`config.mk`:
```
export PLATFORM = sky130hd
export DESIGN_NAME = add_fu
export DESIGN_NICKNAME = d
export VERILOG_FILES = /design/src/rtl/add_fu.sv
export SDC_FILE = /design/constraint.sdc
export NUM_CORES = 1
export LEC_CHECK = 0
export ABC_AREA = 1
export CORE_ASPECT_RATIO = 0.9
export CORE_MARGIN = 2
export CORE_UTILIZATION = 49
export DETAILED_ROUTE_END_ITERATION = 12
export GPL_ROUTABILITY_DRIVEN = 0
export PLACE_DENSITY = 0.69
export SLEW_MARGIN = 0
export SYNTH_ARGS = -nofsm -noshare
export SYNTH_HDL_FRONTEND = slang
export SYNTH_SLANG_ARGS = --single-unit
export TNS_END_PERCENT = 100
```
`constraint.sdc`:
```
create_clock -name clk -period 3.1 [get_ports clk]
set_input_delay 0.93 -clock clk [delete_from_list [all_inputs] [get_ports clk]]
set_output_delay 0.93 -clock clk [all_outputs]
set_load 0.005 [all_outputs]
```
`src/rtl/add_fu.sv`:
```
// =============================================================================
// Module   : add_fu
// Brief    : Tomasulo integer functional unit (ADD/SUB/logic/SLT/shifts) that
//            reports its result over the common data bus.
//            Define ADD_FU_OVF_EN to build the signed-overflow flag.
// Revision : 1.0 - initial release
// =============================================================================
`default_nettype none

module add_fu #(
   parameter int LAT = 3
) (
   input  logic        clk,
   input  logic        rst_n,
   input  logic        i_start,
   input  logic [2:0]  i_op,
   input  logic [31:0] i_vj,
   input  logic [31:0] i_vk,
   input  logic [3:0]  i_rs_tag,
   input  logic        i_cdb_gnt,
   output logic        o_fu_busy,
   output logic        o_cdb_req,
   output logic        o_cdb_valid,
   output logic [3:0]  o_cdb_tag,
   output logic [31:0] o_cdb_data,
   output logic        o_cdb_ovf
);

   localparam logic [1:0] S_IDLE  = 2'd0;
   localparam logic [1:0] S_EXEC  = 2'd1;
   localparam logic [1:0] S_REQ   = 2'd2;
   localparam logic [1:0] S_BCAST = 2'd3;

   localparam logic [2:0] OP_ADD = 3'd0;
   localparam logic [2:0] OP_SUB = 3'd1;
   localparam logic [2:0] OP_AND = 3'd2;
   localparam logic [2:0] OP_OR  = 3'd3;
   localparam logic [2:0] OP_XOR = 3'd4;
   localparam logic [2:0] OP_SLT = 3'd5;
   localparam logic [2:0] OP_SLL = 3'd6;
   localparam logic [2:0] OP_SRL = 3'd7;

   localparam logic [2:0] c_CNT_INIT = 3'(LAT - 1);

   logic [1:0]  r_state;
   logic [1:0]  w_state_nxt;
   logic [2:0]  r_cnt;
   logic [2:0]  r_op;
   logic [31:0] r_vj;
   logic [31:0] r_vk;
   logic [3:0]  r_tag;
   logic [31:0] r_result;
   logic [31:0] w_result;
   logic [31:0] w_sum;
   logic [31:0] w_diff;

   // ---------------------------------------------------------------- state reg
   always_ff @(posedge clk) begin
      if (!rst_n) begin
         r_state <= S_IDLE;
      end else begin
         r_state <= w_state_nxt;
      end
   end

   // ---------------------------------------------------------------- next state
   always_comb begin
      w_state_nxt = r_state;
      case (r_state)
         S_IDLE:  if (i_start)      w_state_nxt = S_EXEC;
         S_EXEC:  if (r_cnt == 3'd0) w_state_nxt = S_REQ;
         S_REQ:   if (i_cdb_gnt)    w_state_nxt = S_BCAST;
         S_BCAST: w_state_nxt = S_IDLE;
         default: w_state_nxt = S_IDLE;
      endcase
   end

   // ---------------------------------------------------------------- datapath
   assign w_sum  = r_vj + r_vk;
   assign w_diff = r_vj - r_vk;

   always_comb begin
      w_result = 32'd0;
      case (r_op)
         OP_ADD: w_result = w_sum;
         OP_SUB: w_result = w_diff;
         OP_AND: w_result = r_vj & r_vk;
         OP_OR:  w_result = r_vj | r_vk;
         OP_XOR: w_result = r_vj ^ r_vk;
         OP_SLT: w_result = {31'd0, ($signed(r_vj) < $signed(r_vk))};
         OP_SLL: w_result = r_vj << r_vk[4:0];
         OP_SRL: w_result = r_vj >> r_vk[4:0];
         default: w_result = 32'd0;
      endcase
   end

   // Operands are only loaded in IDLE, so they stay frozen for the whole op.
   always_ff @(posedge clk) begin
      if (!rst_n) begin
         r_cnt    <= 3'd0;
         r_op     <= 3'd0;
         r_vj     <= 32'd0;
         r_vk     <= 32'd0;
         r_tag    <= 4'd0;
         r_result <= 32'd0;
      end else begin
         if (r_state == S_IDLE && i_start) begin
            r_op  <= i_op;
            r_vj  <= i_vj;
            r_vk  <= i_vk;
            r_tag <= i_rs_tag;
            r_cnt <= c_CNT_INIT;
         end
         if (r_state == S_EXEC) begin
            if (r_cnt != 3'd0) begin
               r_cnt <= r_cnt - 3'd1;
            end else begin
               r_result <= w_result;
            end
         end
      end
   end

`ifdef ADD_FU_OVF_EN
   logic r_ovf;
   logic w_ovf;

   // Signed overflow: operands agree in sign (ADD) or differ (SUB) and the
   // result sign departs from operand A.
   always_comb begin
      w_ovf = 1'b0;
      case (r_op)
         OP_ADD:  w_ovf = (r_vj[31] == r_vk[31]) && (w_sum[31]  != r_vj[31]);
         OP_SUB:  w_ovf = (r_vj[31] != r_vk[31]) && (w_diff[31] != r_vj[31]);
         default: w_ovf = 1'b0;
      endcase
   end

   always_ff @(posedge clk) begin
      if (!rst_n) begin
         r_ovf <= 1'b0;
      end else if (r_state == S_EXEC && r_cnt == 3'd0) begin
         r_ovf <= w_ovf;
      end
   end
`endif

   // ---------------------------------------------------------------- outputs
   always_comb begin
      o_fu_busy   = (r_state != S_IDLE);
      o_cdb_req   = (r_state == S_REQ);
      o_cdb_valid = (r_state == S_BCAST);
      o_cdb_tag   = 4'd0;
      o_cdb_data  = 32'd0;
      o_cdb_ovf   = 1'b0;
      if (r_state == S_BCAST) begin
         o_cdb_tag  = r_tag;
         o_cdb_data = r_result;
`ifdef ADD_FU_OVF_EN
         o_cdb_ovf  = r_ovf;
`endif
      end
   end

endmodule

`default_nettype wire

```
==> flow_metrics.env <==
export IMPL_status="complete, no violations"
export IMPL_synth_edf_count=0
export IMPL_syn_area_per_cell_um2=5.561
export IMPL_clockRootBuffer="clkbuf_16"
export IMPL_ys_seq_area_frac=0.1605
export IMPL_drcViolationCount=0
export IMPL_max_freq_mhz=341.3
export IMPL_max_slew_margin=0.4923
export IMPL_multi_input_area_um2=9405
export IMPL_hp_class="reg -> reg"
export IMPL_initial_core_util=0.4983
export IMPL_rows=57
export IMPL_critPathLaunchType="register"
export IMPL_insertion_delay_ns=0.39
export IMPL_drtIter0Drc=2940
export IMPL_cap_viol_max_count=0
export IMPL_period_share=0.9452
export IMPL_worstPathRequired_ns=3.37
export IMPL_tightest_slew_ns=0.7616
export IMPL_peakVddDrop_mv=0.4236
export IMPL_placed_area_um2=14720
export IMPL_yosysWarningCount=0
export IMPL_slowest_delay_ns=0.42
export IMPL_finalInstanceArea_um2=15020
export IMPL_diodes=0
export IMPL_p_leak_uw=0.007480
export IMPL_synthFlopType="dfxtp_1"
export IMPL_die_w_um=178.8
export IMPL_wl_mm=56.72
export IMPL_synthTopCellsByArea="nand2_1 (18%), dfxtp_1 (16%), nand3_1 (14%)"
export IMPL_async_flop_share=0
export IMPL_grt_max_degree=72
export IMPL_finalNetCount=2634
export IMPL_vias_per_cell=6.046
export IMPL_criticalPathCategory="reg -> reg"
export IMPL_cp_end_kind="register"
export IMPL_vias=16990
export IMPL_rsz0062_at_grt="no"
export IMPL_wl_per_cell_um=20.18
export IMPL_track_usage=0.3867
export IMPL_portBuffers=113
export IMPL_dr_pass1_iters=9
export IMPL_synth_nets=2603
export IMPL_synth_distinct_cells=46
export IMPL_dp_hpwl_mm=44.31
export IMPL_finClkSkew_ns=0.01828
export IMPL_yosys_area_top_type="nand2_1"
export IMPL_hold_viol=0
export IMPL_cts_tree="built"
export IMPL_crit_top_cell="nand3_1"
export IMPL_fp_dieH_um=161.3
export IMPL_postCtsSetupRepairBufs=0
export IMPL_worst_path_max_delay_cell="buf_4"
export IMPL_seq_area_um2=2166
export IMPL_ys_ff_latch=108
export IMPL_io_pins=115
export IMPL_core_area_um2=27030
export IMPL_cts_buffers=9
export IMPL_die_area_um2=28830
export IMPL_fin_setup_tns_ns=0
export IMPL_cts_resized=0
export IMPL_grt_pass1_vias=14840
export IMPL_clkTransAtPathRegs_ns=0.09
export IMPL_clock_path_buffers=2
export IMPL_worstPathMaxFanout=37
export IMPL_grt_overflow=0
export IMPL_maxSlewViolCount=0
export IMPL_grt_pass1_wl_mm=85.25
export IMPL_setup_viol=0
export IMPL_cp_arrival_ns=3.20
export IMPL_yosys_cell_count_top_type="nand2_1"
export IMPL_grt_antenna_before_repair=0
export IMPL_path_cells="buf_4 > inv_4 > nand2_1 > nand3_1 > nand3_1 > nand3_1 > nand3_1 > nand3_1 > nor2_1 > nand2_1 > nor2_1 > nor2_1"
export IMPL_cts_sinks=108
export IMPL_drive_gt1_frac=0.03950
export IMPL_synth_common_cells="nand2_1 (652), nand3_1 (373), inv_1 (323)"
export IMPL_syn_to_final_growth_pct=11.55
export IMPL_holdBufCountCts=0
export IMPL_synthesis_area_um2=13470
export IMPL_h_tree_depth=3
export IMPL_synthCells=2422
export IMPL_nFillCells=2844
export IMPL_synth_top_cell_area_share=0.1817
export IMPL_drtAntennaViolNets=0
export IMPL_fin_crit_ns=2.930
export IMPL_p_per_area_nw_per_um2=911.8
registers in the layout, indices dropped and copies added (netlist names):
| name | cells |
|---|---|
| r_op | 3 |
| r_vj | 32 |
| r_tag | 4 |
| r_cnt | 3 |
| r_state | 2 |
| r_vk | 32 |
| r_result | 32 |
worst paths after layout:
check,from,to,slack (ns),cells after the start
max,r_vk[0],r_result[29],0.17,12
min,r_cnt[0],r_cnt[0],0.46,1
max reg2reg,r_vk[0],r_result[29],0.17,12
min reg2reg,r_cnt[0],r_cnt[0],0.46,1
kinds of logic after synthesis:
| family | after synthesis | share of synthesized area |
|---|---|---|
| compound gates | 415 | 0.1713 |
| simple gates | 1316 | 0.4220 |
| flops | 108 | 0.1605 |
| fa+ha+maj | 106 | 0.09959 |
| xor+xnor | 4 | 0.002601 |
| buf+inv | 470 | 0.1422 |
| other cells | 1 | 0.0002784 |
| mux | 2 | 0.001486 |
layout by cell type, fill, tap and decap left out, types with 6 or more instances in the layout:
| cell | count |
|---|---|
| a211oi_1 | 6 |
| a21oi_1 | 168 |
| a31oi_1 | 11 |
| and2_1 | 17 |
| buf_4 | 34 |
| clkbuf_16 | 9 |
| clkdlybuf4s50_1 | 112 |
| dfxtp_1 | 105 |
| ha_1 | 104 |
| inv_1 | 322 |
| inv_2 | 18 |
| nand2_1 | 651 |
| nand3_1 | 373 |
| nand4_1 | 33 |
| nor2_1 | 192 |
| nor3_1 | 16 |
| o211ai_1 | 15 |
| o21a_1 | 12 |
| o21ai_0 | 143 |
| o21ai_1 | 15 |
| o21bai_1 | 11 |
| o221ai_1 | 6 |
| o22ai_1 | 19 |
critical path, delay by kind of cell, from the launching register on:
family / cells / cell delay, ns
simple gates: 10 / 1.73
buf+inv: 2 / 0.73
flops: 1 / 0.34
cell type report:
class / instances / area share
Tap cell: 354 / 0.02948
Multi-Input combinational cell: 1844 / 0.6260
Timing Repair Buffer: 149 / 0.09461
Sequential cell: 108 / 0.1442
Inverter: 341 / 0.08537
Clock inverter: 4 / 0.005080
Clock buffer: 10 / 0.01524
layer usage:
metal,global-route usage,up-vias,part of all wire
met5,0,-,0
met4,0.2332,0,0.072
met3,0.06474,241,0.13
met2,0.5651,1310,0.40
met1,0.5300,7518,0.40
li1,-,7919,-
report_power, final:
part	total, µW	switching, µW	internal (µW)
clock network	1290	589	702
registers	2330	469	1860
logic	10100	7150	2930
total	13700	8210	5490
stage by stage:
step | power, µW | hold slack [ns] | util | instances | setup WS (ns)
after global placement | 11780 | 0.4355 | 0.5445 | 2796 | 0.3389
after floorplan | 9036 | 0.4223 | - | 2422 | 0.6174
after detailed placement | 11870 | 0.4442 | 0.5445 | 2796 | 0.2970
after CTS | 13190 | 0.4568 | 0.5558 | 2810 | 0.2224
final | 13700 | 0.4586 | 0.5558 | 2810 | 0.1698
after global routing | 14570 | 0.4808 | 0.5558 | 2810 | 0.03501
Power figures use the tool's default switching activity.
